`src/rtl/replica_pkg.sv`:
```
// Shared types and helpers for the replica-exchange annealing array and its
// top-level phase scheduler.
package replica_pkg;

  typedef enum logic [1:0] {
    NOP  = 2'd0,
    SELF = 2'd1,
    PREV = 2'd2,
    FOLW = 2'd3
  } exchange_command_t;

  typedef enum logic [1:0] {
    THR = 2'd0,
    OR0 = 2'd1,
    OR1 = 2'd2
  } opt_command_t;

  typedef enum logic [2:0] {
    IDLE   = 3'd0,
    OPT    = 3'd1,
    EXCH   = 3'd2,
    SETTLE = 3'd3,
    DONE   = 3'd4
  } sched_state_t;

  localparam logic [31:0] XORSHIFT_SEED = 32'h2545_F491;

  function automatic logic [31:0] xorshift32_next(input logic [31:0] x);
    logic [31:0] v;
    v = x;
    v = v ^ (v << 13);
    v = v ^ (v >> 17);
    v = v ^ (v << 5);
    return v;
  endfunction

endpackage

```
`src/rtl/replica_xorshift32.sv`:
```
// Free-running-on-enable xorshift32 generator; the register itself is the
// output, so the advanced value appears in the cycle after en is sampled.
module replica_xorshift32
  import replica_pkg::*;
#(
  parameter logic [31:0] SEED = XORSHIFT_SEED
) (
  input  logic        clk,
  input  logic        reset,
  input  logic        en,
  output logic [31:0] q
);

  logic [31:0] q_q;

  // Generator state: seeded on reset, one step per enabled cycle.
  always_ff @(posedge clk or posedge reset) begin
    if (reset) begin
      q_q <= SEED;
    end else if (en) begin
      q_q <= xorshift32_next(q_q);
    end else begin
      q_q <= q_q;
    end
  end

  assign q = q_q;

endmodule

```
`src/rtl/replica_exchange_sched.sv`:
```
// Phase sequencer: alternates opt_len THR cycles with a single OR0/OR1
// exchange slot plus EXCH_LAT settle cycles, for iter_num iterations per run.
module replica_exchange_sched
  import replica_pkg::*;
#(
  parameter int unsigned replica_num = 32,
  parameter int unsigned EXCH_LAT    = 2,
  parameter logic [31:0] SEED        = XORSHIFT_SEED
) (
  input  logic              clk,
  input  logic              reset,
  input  logic              start,
  input  logic              stop,
  input  logic [15:0]       iter_num,
  input  logic [15:0]       opt_len,
  output exchange_command_t in_exchange,
  output opt_command_t      opt_command,
  output logic [31:0]       r_exchange,
  output logic              busy,
  output logic              done,
  output logic [15:0]       iter_cnt
);

  localparam logic [15:0] SETTLE_LOAD = 16'(EXCH_LAT - 32'd1);

  if (replica_num < 32'd2 || EXCH_LAT < 32'd1) begin : g_bad_params
    $error("replica_exchange_sched needs replica_num >= 2 and EXCH_LAT >= 1");
  end

  sched_state_t      state_q, state_d;
  logic [15:0]       cnt_q, cnt_d;
  logic [15:0]       iter_cnt_q, iter_cnt_d;
  logic [15:0]       iter_num_q, iter_num_d;
  logic [15:0]       opt_len_q, opt_len_d;
  logic              phase_q, phase_d;
  logic [15:0]       iter_inc_s;
  exchange_command_t in_exchange_q;
  opt_command_t      opt_command_q;
  logic              busy_q, done_q;

  assign iter_inc_s = iter_cnt_q + 16'd1;

  // Next-state, down-counter and run bookkeeping.
  always_comb begin
    state_d    = state_q;
    cnt_d      = cnt_q;
    iter_cnt_d = iter_cnt_q;
    iter_num_d = iter_num_q;
    opt_len_d  = opt_len_q;
    phase_d    = phase_q;
    case (state_q)
      IDLE: begin
        if (start) begin
          iter_num_d = iter_num;
          opt_len_d  = opt_len;
          iter_cnt_d = 16'd0;
          phase_d    = 1'b0;
          if (iter_num == 16'd0) begin
            state_d = DONE;
          end else if (opt_len == 16'd0) begin
            state_d = EXCH;
          end else begin
            state_d = OPT;
            cnt_d   = opt_len - 16'd1;
          end
        end else begin
          state_d = IDLE;
        end
      end
      OPT: begin
        if (cnt_q == 16'd0) begin
          state_d = EXCH;
        end else begin
          cnt_d = cnt_q - 16'd1;
        end
      end
      EXCH: begin
        phase_d = ~phase_q;
        state_d = SETTLE;
        cnt_d   = SETTLE_LOAD;
      end
      SETTLE: begin
        if (cnt_q != 16'd0) begin
          cnt_d = cnt_q - 16'd1;
        end else begin
          iter_cnt_d = iter_inc_s;
          // stop only takes effect here, so a slot or OPT burst is never cut short
          if (iter_inc_s == iter_num_q || stop) begin
            state_d = DONE;
          end else if (opt_len_q == 16'd0) begin
            state_d = EXCH;
          end else begin
            state_d = OPT;
            cnt_d   = opt_len_q - 16'd1;
          end
        end
      end
      DONE: begin
        state_d = IDLE;
      end
      default: begin
        state_d = IDLE;
      end
    endcase
  end

  // State, counters and outputs; outputs are decoded from the next state so
  // they line up with the state they describe.
  always_ff @(posedge clk or posedge reset) begin
    if (reset) begin
      state_q       <= IDLE;
      cnt_q         <= 16'd0;
      iter_cnt_q    <= 16'd0;
      iter_num_q    <= 16'd0;
      opt_len_q     <= 16'd0;
      phase_q       <= 1'b0;
      in_exchange_q <= NOP;
      opt_command_q <= THR;
      busy_q        <= 1'b0;
      done_q        <= 1'b0;
    end else begin
      state_q       <= state_d;
      cnt_q         <= cnt_d;
      iter_cnt_q    <= iter_cnt_d;
      iter_num_q    <= iter_num_d;
      opt_len_q     <= opt_len_d;
      phase_q       <= phase_d;
      in_exchange_q <= (state_d == EXCH) ? SELF : NOP;
      opt_command_q <= (state_d != EXCH) ? THR : (phase_d ? OR1 : OR0);
      busy_q        <= (state_d == OPT) || (state_d == EXCH) || (state_d == SETTLE);
      done_q        <= (state_d == DONE);
    end
  end

  replica_xorshift32 #(
    .SEED (SEED)
  ) u_rng (
    .clk   (clk),
    .reset (reset),
    .en    (state_d == EXCH),
    .q     (r_exchange)
  );

  assign in_exchange = in_exchange_q;
  assign opt_command = opt_command_q;
  assign busy        = busy_q;
  assign done        = done_q;
  assign iter_cnt    = iter_cnt_q;

endmodule

```
`config.mk`:
```
export PLATFORM = sky130hd
export DESIGN_NAME = replica_exchange_sched
export DESIGN_NICKNAME = d
export VERILOG_FILES = /design/src/rtl/replica_pkg.sv /design/src/rtl/replica_xorshift32.sv /design/src/rtl/replica_exchange_sched.sv
export SDC_FILE = /design/constraint.sdc
export NUM_CORES = 1
export LEC_CHECK = 0
export BUFFER_PORTS_ARGS = -buffer_cell sky130_fd_sc_hd__buf_2
export CAP_MARGIN = 10
export CORE_MARGIN = 1.5
export CORE_UTILIZATION = 51
export DETAILED_ROUTE_END_ITERATION = 7
export GPL_TIMING_DRIVEN = 0
export PLACE_DENSITY = 0.72
export SLEW_MARGIN = 20
export SYNTH_ARGS = -nofsm -noshare
export SYNTH_HDL_FRONTEND = slang
export SYNTH_HIERARCHICAL = 1
export SYNTH_SLANG_ARGS = --single-unit
```
`constraint.sdc`:
```
create_clock -name clk -period 7.5 [get_ports clk]
set_input_delay 0.75 -clock clk [delete_from_list [all_inputs] [get_ports clk]]
set_output_delay 0.75 -clock clk [all_outputs]
set_load 0.1 [all_outputs]
```
==> results of run 1 <==
[synth_stat cells, types with 15 or more instances]
library cell and number:
nand2_1 148, xnor2_1 98, dfrtp_1 91, o21ai_0 41
nor2_1 37, xor2_1 31, o31ai_1 17, a21oi_1 16
clkbuf_1 16, mux2i_1 15
[per-stage QoR]
| stage | area [um2] | power [uW] | hold slack, ns | std cells |
|---|---|---|---|---|
| after global routing | 7460 | 1920 | 0.368 | 984 |
| after detailed placement | 7140 | 1300 | 0.486 | 968 |
| final | 7460 | 1820 | 0.356 | 984 |
| after CTS | 7460 | 1820 | 0.356 | 984 |
| after floorplan | 6450 | 1170 | 0.465 | 710 |
| after global placement | 7100 | 1280 | 0.483 | 966 |
[state kept, by name (all words and copies together), names as in the netlist]
name         flops
iter_num_q      16
busy             1
done             1
cnt_q           16
state_q          3
u_rng/q         32
iter_cnt        16
opt_command      2
phase_q          1
in_exchange      1
opt_len_q       16
[cell type report]
cell class / instances / area, um2
Clock buffer: 10 / 229
Tap cell: 168 / 210
Fill cell: 1084 / 4700
Multi-Input combinational cell: 559 / 3600
Timing Repair Buffer: 90 / 473
Inverter: 14 / 55.1
Buffer: 32 / 158
Clock inverter: 6 / 90.1
Sequential cell: 105 / 2650
[cells by family after synthesis]
group                    count (synthesis)
buffers and inverters                   46
AND/OR/NAND/NOR                        289
flip-flops                             105
other                                    1
multiplexers                            21
XOR/XNOR                               132
AO/OA/AOI/OAI                          111
adder cells (fa/ha/maj)                  5
[where the power goes]
group | internal (uW) | leakage (uW) | switching (uW)
combinational | 198 | 0.00180 | 313
sequential | 667 | 0.00126 | 125
clock | 294 | 0.000153 | 221
total | 1160 | 0.00322 | 660
[placed cells by master, fill, tap and decap left out, drive strengths merged, types with 3 or more instances in the layout]
| master | Yosys | routed |
|---|---|---|
| nand2 | 150 | 150 |
| buf | 16 | 106 |
| xnor2 | 98 | 98 |
| dfrtp | 91 | 91 |
| o21ai | 44 | 44 |
| nor2 | 41 | 41 |
| xor2 | 32 | 32 |
| clkbuf | 16 | 26 |
| o31ai | 18 | 18 |
| nor4 | 17 | 17 |
| a21oi | 16 | 16 |
| mux2i | 15 | 15 |
| inv | 14 | 15 |
| dfstp | 14 | 14 |
| nor3 | 14 | 14 |
| nand3 | 14 | 14 |
| o22ai | 10 | 10 |
| nand2b | 10 | 10 |
| nand4 | 7 | 7 |
| and3 | 6 | 6 |
| mux2 | 6 | 6 |
| ha | 5 | 5 |
| nor3b | 5 | 5 |
| a31oi | 4 | 4 |
| nor4b | 4 | 4 |
| nor2b | 4 | 4 |
| and2 | 4 | 4 |
| nand3b | 3 | 3 |
| o211ai | 3 | 3 |
[final timing paths]
check / start / endpoint / slack [ns] / cells after the start
worst max-delay path: iter_cnt[0] / u_rng/q[25] / 3.15 / 14
worst min-delay path: reset / iter_cnt[7] / 0.36 / 2
worst max register to register: iter_cnt[0] / u_rng/q[25] / 3.15 / 14
worst min register to register: iter_num_q[15] / iter_num_q[15] / 0.51 / 2
max in group asynchronous: reset / u_rng/q[23] / 6.56 / 2
min in group clk: iter_num_q[15] / iter_num_q[15] / 0.51 / 2
[critical path, cell delays in order, from the launching register on]
cell,delay [ns]
dfrtp_1,0.50
ha_1,0.36
nand3_2,0.22
nor3_2,0.29
xnor2_1,0.16
a2bb2oi_1,0.28
nand4_1,0.23
o31ai_4,0.31
nor2_2,0.09
buf_6,0.16
nor2_1,0.50
buf_2,0.34
buf_1,0.48
nand2_1,0.14
xnor2_1,0.16
[routing by layer]
metal | GRT usage | up-vias
met5 | 0 | -
met2 | 0.422 | 169
met4 | 0.0831 | 0
li1 | - | 2625
met3 | 0.0471 | 27
met1 | 0.345 | 2668
==> results by group, run 1 <==
Logic synthesis
  • EDFF count, synth: 0
  • Post-synthesis simple-gate area fraction: 0.218
  • Syn avg cell area: 9.09 um2
  • Adder-cell share of the synthesized area: 0.00970
  • Seq/Total Area, Yosys: 0.410
  • Yosys cell types: 68
  • Cells after Synth: 710
  • Synth top area share: 0.353
  • Netlist Area Pre-Place: 6450 um2
  • Yosys warnings: 6
  • Synth top area cells: dfrtp_1, xnor2_1, nand2_1
  • Net Count, Synth: 751
  • Main synth FF type: dfrtp_1
  • Multiplexer share of the synthesized area: 0.0349
  • Share of flip-flops with an asynchronous set or reset: 1.00
  • Synth area leader: dfrtp_1
  • Main combinational cell family by area after synthesis: simple AND/OR/NAND/NOR gates
  • Compound-Gate Fraction of Synth Area: 0.110
  • Xor/xnor cell area share of the yosys netlist: 0.185
  • Number of synthesized register bits: 105

Clocking
  • Reg clk slew, reported paths: 0.07 ns
  • Root buffer cell: clkbuf_16
  • Cts bufs inserted: 9
  • CTS max path bufs: 2
  • H-tree levels: 3
  • Post-CTS sizing: 0
  • CTS Sinks: 105
  • Clock Latency Late Sink: 0.36 ns
  • CTS tree: done
  • Setup bufs post-CTS: 0
  • Post-CTS Hold Fix Bufs: 0

Power
  • Worst IR drop on VDD: 0.147 mV
  • Leakage: 0.00322 uW
  • PwrDens: 244 nW/um2

Global routing
  • Tot GR Track Use: 0.257
  • Largest net degree at the start of global routing: 57
  • First-pass GRT wire length: 26.8 mm
  • Initial antenna violation count: 0
  • Congestion Overflow GR: 0
  • Vias in the first global route: 5450

Route
  • Drt pass-1 iters: 6
  • WL final: 16.2 mm
  • Metal3 WL: 809 um
  • DR vias: 5489
  • Met2 WL: 7.75 mm
  • Drt wl/cell: 16.4 um
  • Top Metal Used: met4
  • Initial drt markers: 368
  • Metal-1 WL: 7.37 mm
  • Routed Antenna Nets: 0
  • Routed vias/inst: 5.58
  • # DRC: 0

Floorplanning
  • Die area: 13300 um2
  • Site row count: 40
  • Core footprint: 12200 um2
  • I/O pins: 90
  • DIE WIDTH: 115 um
  • Starting Density: 0.530
  • Die height: 115 um

Setup path
  • Required time of the critical path: 7.74 ns
  • Startpoint Class: flip-flop
  • Crit-path max FO: 10
  • Critical path class: reg -> reg
  • CP Capture Type: flip-flop
  • Critical Path AT: 4.59 ns

STA
  • Min cycle time layout: 4.35 ns
  • Hold Fails Final Rpt: 0
  • Least-Margin Pin Slew: 0.832 ns
  • Final worst slack: 3.15 ns
  • Clock Skews: 0.00929 ns
  • Final setup fails: 0
  • RSZ-0062 raised after global routing: false
  • Final Max Tran Viols: 0
  • Slew margin rel.: 0.437
  • TNS Setup: 0 ns
  • FMAX: 230 MHz
  • Final period util: 0.581

Final layout
  • Final nets: 852
  • Syn-to-layout area delta: 15.7%
  • Layout cell share with drive strength beyond 1: 0.197
  • Fin util: 0.614
  • N_diodes: 0

Place
  • Hpwl dp: 12.2 mm
  • Final GP Congestion: 0.902
  • IO Port Bufs: 88
  • Worst slack, placed: 3.18 ns

Flow run
  • Max cap viols: 0

Min path
  • Worst hold path class: in -> async

Outcome
  • Outcome: completed
(Power assumes the default switching activity.)
==> run 2, diff against run 1 <==
==> constraint.sdc (replaced) <==
create_clock -name clk -period 4.2 [get_ports clk]
set_input_delay 0.42 -clock clk [delete_from_list [all_inputs] [get_ports clk]]
set_output_delay 0.42 -clock clk [all_outputs]
set_load 0.1 [all_outputs]
==> run 2 against run 1 <==
Effect of this change:
- critical path depth increased by 1
- global-route usage unchanged
- core utilization increased by 0.093 points
- hold slack got worse by 0.33 ns
- critical endpoint is now u_rng/q[18]
- clock-buffer cell count unchanged
- first-iteration DRC count increased by 6.5%
==> results by group, run 2 (synthesis gave the netlist of run 1 again) <==
Route
  • # DRC: 0 (unchanged)
  • DR vias: 5482 (-0.13%)
  • Drt wl/cell: 16.5 um (+0.58%)
  • Routed vias/inst: 5.57 (-0.13%)
  • Initial drt markers: 392 (+6.5%)
  • Drt pass-1 iters: 5 (-1)
  • Routed Antenna Nets: 0 (unchanged)
  • WL final: 16.3 mm (+0.58%)

Final layout
  • Max FFs per register: 32 (unchanged)
  • N_diodes: 0 (unchanged)
  • Fill count: 1086 (+0.18%)
  • Commonest non-fill, non-tap cell in the layout: nand2_1
  • Final nets: 852 (unchanged)
  • Layout cell share with drive strength beyond 1: 0.201 (+0.00368)
  • Syn-to-layout area delta: 15.8%
  • Fin cells: 984 (unchanged)
  • Most frequent cells in the layout: nand2_1, buf_2, xnor2_1

Floorplanning
  • Core footprint: 12200 um2 (unchanged)
  • DIE WIDTH: 115 um (unchanged)
  • Die area: 13300 um2 (unchanged)
  • Site row count: 40 (unchanged)
  • I/O pins: 90 (unchanged)
  • Starting Density: 0.530 (unchanged)
  • Die height: 115 um (unchanged)

STA
  • Hold slack: 0.0264 ns (-0.329 ns)
  • Slew margin rel.: 0.434 (-0.00320)
  • Final setup fails: 0 (unchanged)
  • Least-Margin Pin Slew: 0.837 ns (+0.00474 ns)
  • Final worst slack: 0.363 ns (-2.78 ns)
  • Final period util: 0.913 (+0.333)
  • Hold Fails Final Rpt: 0 (unchanged)
  • RSZ-0062 raised after global routing: false
  • FMAX: 261 MHz (+13%)
  • Final Max Tran Viols: 0 (unchanged)
  • Min cycle time layout: 3.84 ns (-0.518 ns)
  • Clock Skews: 0.00917 ns (-0.000113 ns)

Global routing
  • Vias in the first global route: 5450 (unchanged)
  • Tot GR Track Use: 0.257 (unchanged)
  • Initial antenna violation count: 0 (unchanged)
  • Congestion Overflow GR: 0 (unchanged)
  • Largest net degree at the start of global routing: 57 (unchanged)
  • First-pass GRT wire length: 26.8 mm (unchanged)

Power
  • Leakage: 0.00322 uW (about the same)
  • Worst IR drop on VDD: 0.263 mV (+79%)
  • PwrDens: 435 nW/um2 (+79%)
  • Tot Pwr: 3250 uW (+79%)

Flow run
  • Max cap viols: 0 (unchanged)

Place
  • Final GP Congestion: 0.902 (unchanged)
  • Worst slack, placed: -0.106 ns (-3.29 ns)
  • IO Port Bufs: 88 (unchanged)
  • Hpwl dp: 12.2 mm (unchanged)
  • Post-Place Cells: 968 (unchanged)

Clocking
  • H-tree levels: 3 (unchanged)
  • Cts bufs inserted: 9 (unchanged)
  • Reg clk slew, reported paths: 0.07 ns (about the same)
  • Clock Latency Late Sink: 0.35 ns (about the same)
  • CTS tree: done
  • Setup bufs post-CTS: 0 (unchanged)
  • CTS Sinks: 105 (unchanged)
  • Root buffer cell: clkbuf_16
  • Post-CTS Hold Fix Bufs: 0 (unchanged)
  • CTS max path bufs: 2 (unchanged)

Setup path
  • Reg2Reg Setup Slack: 0.36 ns (-2.78 ns)
  • Worst R2R Start: iter_cnt[0]
  • Critical Path AT: 4.12 ns (-0.47 ns)
  • CP Cell Sequence: ha_2 -> nand3_2 -> nor3_2 -> xnor2_1 -> a2bb2oi_1 -> nand4_1 -> o31ai_4 -> nor2_2 -> buf_6 -> nor2_4 -> buf_2 -> buf_2 -> nand2_1 -> mux2i_1 -> xor2_1
  • CP top delay family: simple AND/OR/NAND/NOR gates
  • Critical path class: reg -> reg
  • Crit path buf inv count: 3 (unchanged)
  • Worst stage delay on the critical path: 0.51 ns (about the same)
  • Startpoint Class: flip-flop
  • CP Capture Type: flip-flop
  • Required time of the critical path: 4.48 ns (-3.26 ns)
  • Slowest-stage cell, CP: dfrtp_1
  • Most used cell along the critical path: buf_2
  • Crit-path max FO: 10 (unchanged)
  • Crit path from: iter_cnt[0]

Min path
  • Worst hold path class: in -> async

Outcome
  • Outcome: completed
[run 2: cell types whose count changed in the layout (fill, tap and decap cells not counted)]
| cell | previous run | this run |
|---|---|---|
| ha_1 | 5 | 4 |
| ha_2 | 0 | 1 |
| nor2_1 | 37 | 36 |
| clkbuf_2 | 0 | 1 |
| buf_1 | 1 | 0 |
| nor2_4 | 0 | 1 |
[run 2: report_power, final]
part	total [uW]	internal, uW	switching [uW]
Sequential	1420	1190	226
Clock	920	525	395
Combinational	915	355	561
[run 2: layer usage]
layer,track usage,wire length (um),up-vias
met1,0.345,7460,2663
met5,0,0,-
li1,-,-,2626
met3,0.0471,767,25
met2,0.422,7780,168
met4,0.0831,262,0
[run 2: worst paths after layout]
path,to,depth (start not counted)
worst max-delay path,u_rng/q[18],15
worst min-delay path,iter_cnt[7],2
worst max register to register,u_rng/q[18],15
worst min register to register,iter_num_q[15],2
max in group asynchronous,u_rng/q[23],2
min in group clk,iter_num_q[8],3
[run 2: cell type report]
cell class,instances,area [um2],area share
inverters,14,55.1,0.00737
clock inverters,6,90.1,0.0121
multi-input cells,559,3610,0.483
well taps,168,210,0.0281
plain buffers,32,159,0.0213
flip-flops and latches,105,2650,0.354
repair buffers,90,473,0.0633
clock buffers,10,229,0.0306
[run 2: metrics by stage]
step,util,instance area [um2],setup TNS [ns]
floorplan,-,6450,0
global placement,0.584,7100,-2.78
detailed placement,0.587,7140,-0.695
CTS,0.614,7460,0
global route,0.615,7470,0
finish,0.615,7470,0
[run 2: repair_timing]
| item | CTS | global route |
|---|---|---|
| gates resized for setup | 1 | 3 |
| setup endpoints to repair | 11 | 13 |
| endpoints found under the hold margin | 0 | 0 |
==> run 3, diff against run 2 <==
--- a/config.mk
+++ b/config.mk
@@ -12,6 +12,7 @@
 export DETAILED_ROUTE_END_ITERATION = 7
 export GPL_TIMING_DRIVEN = 0
 export PLACE_DENSITY = 0.72
+export RECOVER_POWER = 50
 export SLEW_MARGIN = 20
 export SYNTH_ARGS = -nofsm -noshare
 export SYNTH_HDL_FRONTEND = slang
==> run 3 against run 2 <==
Effect of this change:
- the flow now finishes with violations (max-capacitance violations, max-slew violations)
- die area unchanged
- hold slack better by 0.16 ns
- core utilization down 0.51 points
- largest cell class unchanged
==> results by group, run 3 (synthesis gave the netlist of run 1 again) <==
Outcome
  • Outcome: complete, but fails checks
  • Failing checks: max-capacitance violations, max-slew violations

Route
  • DR vias: 5479 (-0.055%)
  • Routed Antenna Nets: 0 (unchanged)
  • Drt wl/cell: 16.5 um (-0.18%)
  • Routed vias/inst: 5.57 (about the same)
  • Initial drt markers: 402 (+2.6%)
  • Drt pass-1 iters: 5 (unchanged)
  • # DRC: 0 (unchanged)
  • WL final: 16.2 mm (-0.18%)

Place
  • Worst slack, placed: -0.106 ns (unchanged)
  • Placed Area: 7140 um2 (unchanged)
  • Final GP Congestion: 0.902 (unchanged)
  • Hpwl dp: 12.2 mm (unchanged)
  • IO Port Bufs: 88 (unchanged)

Floorplanning
  • Starting Density: 0.530 (unchanged)
  • Die height: 115 um (unchanged)
  • I/O pins: 90 (unchanged)
  • Die area: 13300 um2 (unchanged)
  • DIE WIDTH: 115 um (unchanged)
  • Site row count: 40 (unchanged)
  • Core footprint: 12200 um2 (unchanged)

Setup path
  • R2R Path End: u_rng/q[18]
  • CP Capture Type: flip-flop
  • Critical path class: reg -> reg
  • Reg2Reg Setup Slack: 0.36 ns (about the same)
  • R2R depth: 15 (unchanged)
  • Required time of the critical path: 4.48 ns (about the same)
  • Worst R2R Start: iter_cnt[0]
  • Critical Path AT: 4.12 ns (about the same)
  • Crit-path max FO: 10 (unchanged)
  • Startpoint Class: flip-flop

Clocking
  • CTS tree: done
  • H-tree levels: 3 (unchanged)
  • Reg clk slew, reported paths: 0.07 ns (about the same)
  • Root buffer cell: clkbuf_16
  • Clock Latency Late Sink: 0.36 ns (about the same)
  • Setup bufs post-CTS: 0 (unchanged)
  • CTS Sinks: 105 (unchanged)
  • Cts bufs inserted: 9 (unchanged)
  • CTS max path bufs: 2 (unchanged)

STA
  • Least-Margin Pin Slew: 3.05 ns (+2.22 ns)
  • FMAX: 261 MHz (about the same)
  • Final worst slack: 0.362 ns (-0.00156 ns)
  • Final setup fails: 0 (unchanged)
  • Min cycle time layout: 3.84 ns (+0.00156 ns)
  • Clock Skews: 0.00884 ns (-0.000333 ns)
  • Final period util: 0.914 (about the same)
  • RSZ-0062 raised after global routing: false
  • TNS Setup: 0 ns (unchanged)
  • Final Max Tran Viols: 57 (+57)
  • Hold Fails Final Rpt: 0 (unchanged)
  • Slew margin rel.: -1.04 (-1.47)

Power
  • PwrDens: 438 nW/um2 (+0.63%)
  • Worst IR drop on VDD: 0.262 mV (-0.41%)
  • Leakage: 0.00311 uW (-3.3%)

Global routing
  • First-pass GRT wire length: 26.8 mm (unchanged)
  • Largest net degree at the start of global routing: 57 (unchanged)
  • Vias in the first global route: 5450 (unchanged)
  • Initial antenna violation count: 0 (unchanged)
  • Congestion Overflow GR: 0 (unchanged)
  • Tot GR Track Use: 0.257 (unchanged)

Final layout
  • Max FFs per register: 32 (unchanged)
  • Final nets: 852 (unchanged)
  • N_diodes: 0 (unchanged)
  • Fin util: 0.609 (-0.00514)
  • Fill count: 1110 (+2.2%)
  • Layout cell share with drive strength beyond 1: 0.167 (-0.0343)
  • Commonest non-fill, non-tap cell in the layout: nand2_1
  • Syn-to-layout area delta: 14.9%
  • Fin area: 7410 um2 (-0.84%)
  • Multi-input logic area: 3610 um2 (-0.17%)
  • Register area: 2650 um2 (unchanged)
  • Most frequent cells in the layout: nand2_1, xnor2_1, dfrtp_1

Min path
  • Worst hold path class: in -> async

Flow run
  • Max cap viols: 1 (+1)
-- run 3: worst max path at each step --
stage | end | start | cells past startpoint
2_1_floorplan | u_rng/q[18] | iter_cnt[0] | 15
3_3_place_gp | u_rng/q[17] | state_q[1] | 10
3_5_place_dp | u_rng/q[25] | iter_cnt[0] | 14
4_1_cts | u_rng/q[25] | iter_cnt[0] | 14
5_1_grt | u_rng/q[18] | iter_cnt[0] | 15
6_report | u_rng/q[18] | iter_cnt[0] | 15
-- run 3: routing by layer --
layer / wire length [um] / global-route usage
met1: 7370 / 0.345
met2: 7810 / 0.422
met3: 843 / 0.0471
met4: 224 / 0.0831
met5: 0 / 0
-- run 3: worst max-delay path, cell delays in order (launching register included) --
cell and delay (ns):
dfrtp_1 0.50, ha_2 0.32, nand3_2 0.19, nor3_2 0.29, xnor2_1 0.16, a2bb2oi_1 0.28
nand4_1 0.24, o31ai_4 0.31, nor2_2 0.09, buf_6 0.17, nor2_4 0.24, buf_2 0.27
buf_2 0.29, nand2_1 0.08, mux2i_1 0.17, xor2_1 0.17
-- run 3: cell type report --
cell class              count  share of cell area
multi-input cells         559               0.487
well taps                 168              0.0284
plain buffers              32              0.0214
clock buffers              10              0.0309
flip-flops and latches    105               0.357
clock inverters             6              0.0122
repair buffers             90              0.0564
inverters                  14             0.00726
-- run 3: metrics by stage --
stage                     std cells  hold slack [ns]  total power (uW)
after floorplan                 710            0.465              2090
after global placement          966            0.483              2280
after detailed placement        968            0.404              2330
after CTS                       984           0.0256              3260
after global routing            984            0.246              3420
final                           984            0.186              3250
-- run 3: power by group --
part / leakage, uW / internal [uW] / switching, uW
Combinational: 0.00169 / 349 / 559
Clock: 0.000153 / 525 / 396
Sequential: 0.00126 / 1190 / 225
-- run 3: repair_timing --
| action | 4_1_cts | 5_1_grt |
|---|---|---|
| setup endpoints to repair | 11 | 13 |
| resized for setup | 1 | 3 |
| hold buffers | 0 | 0 |
| hold endpoints to repair | 0 | 0 |
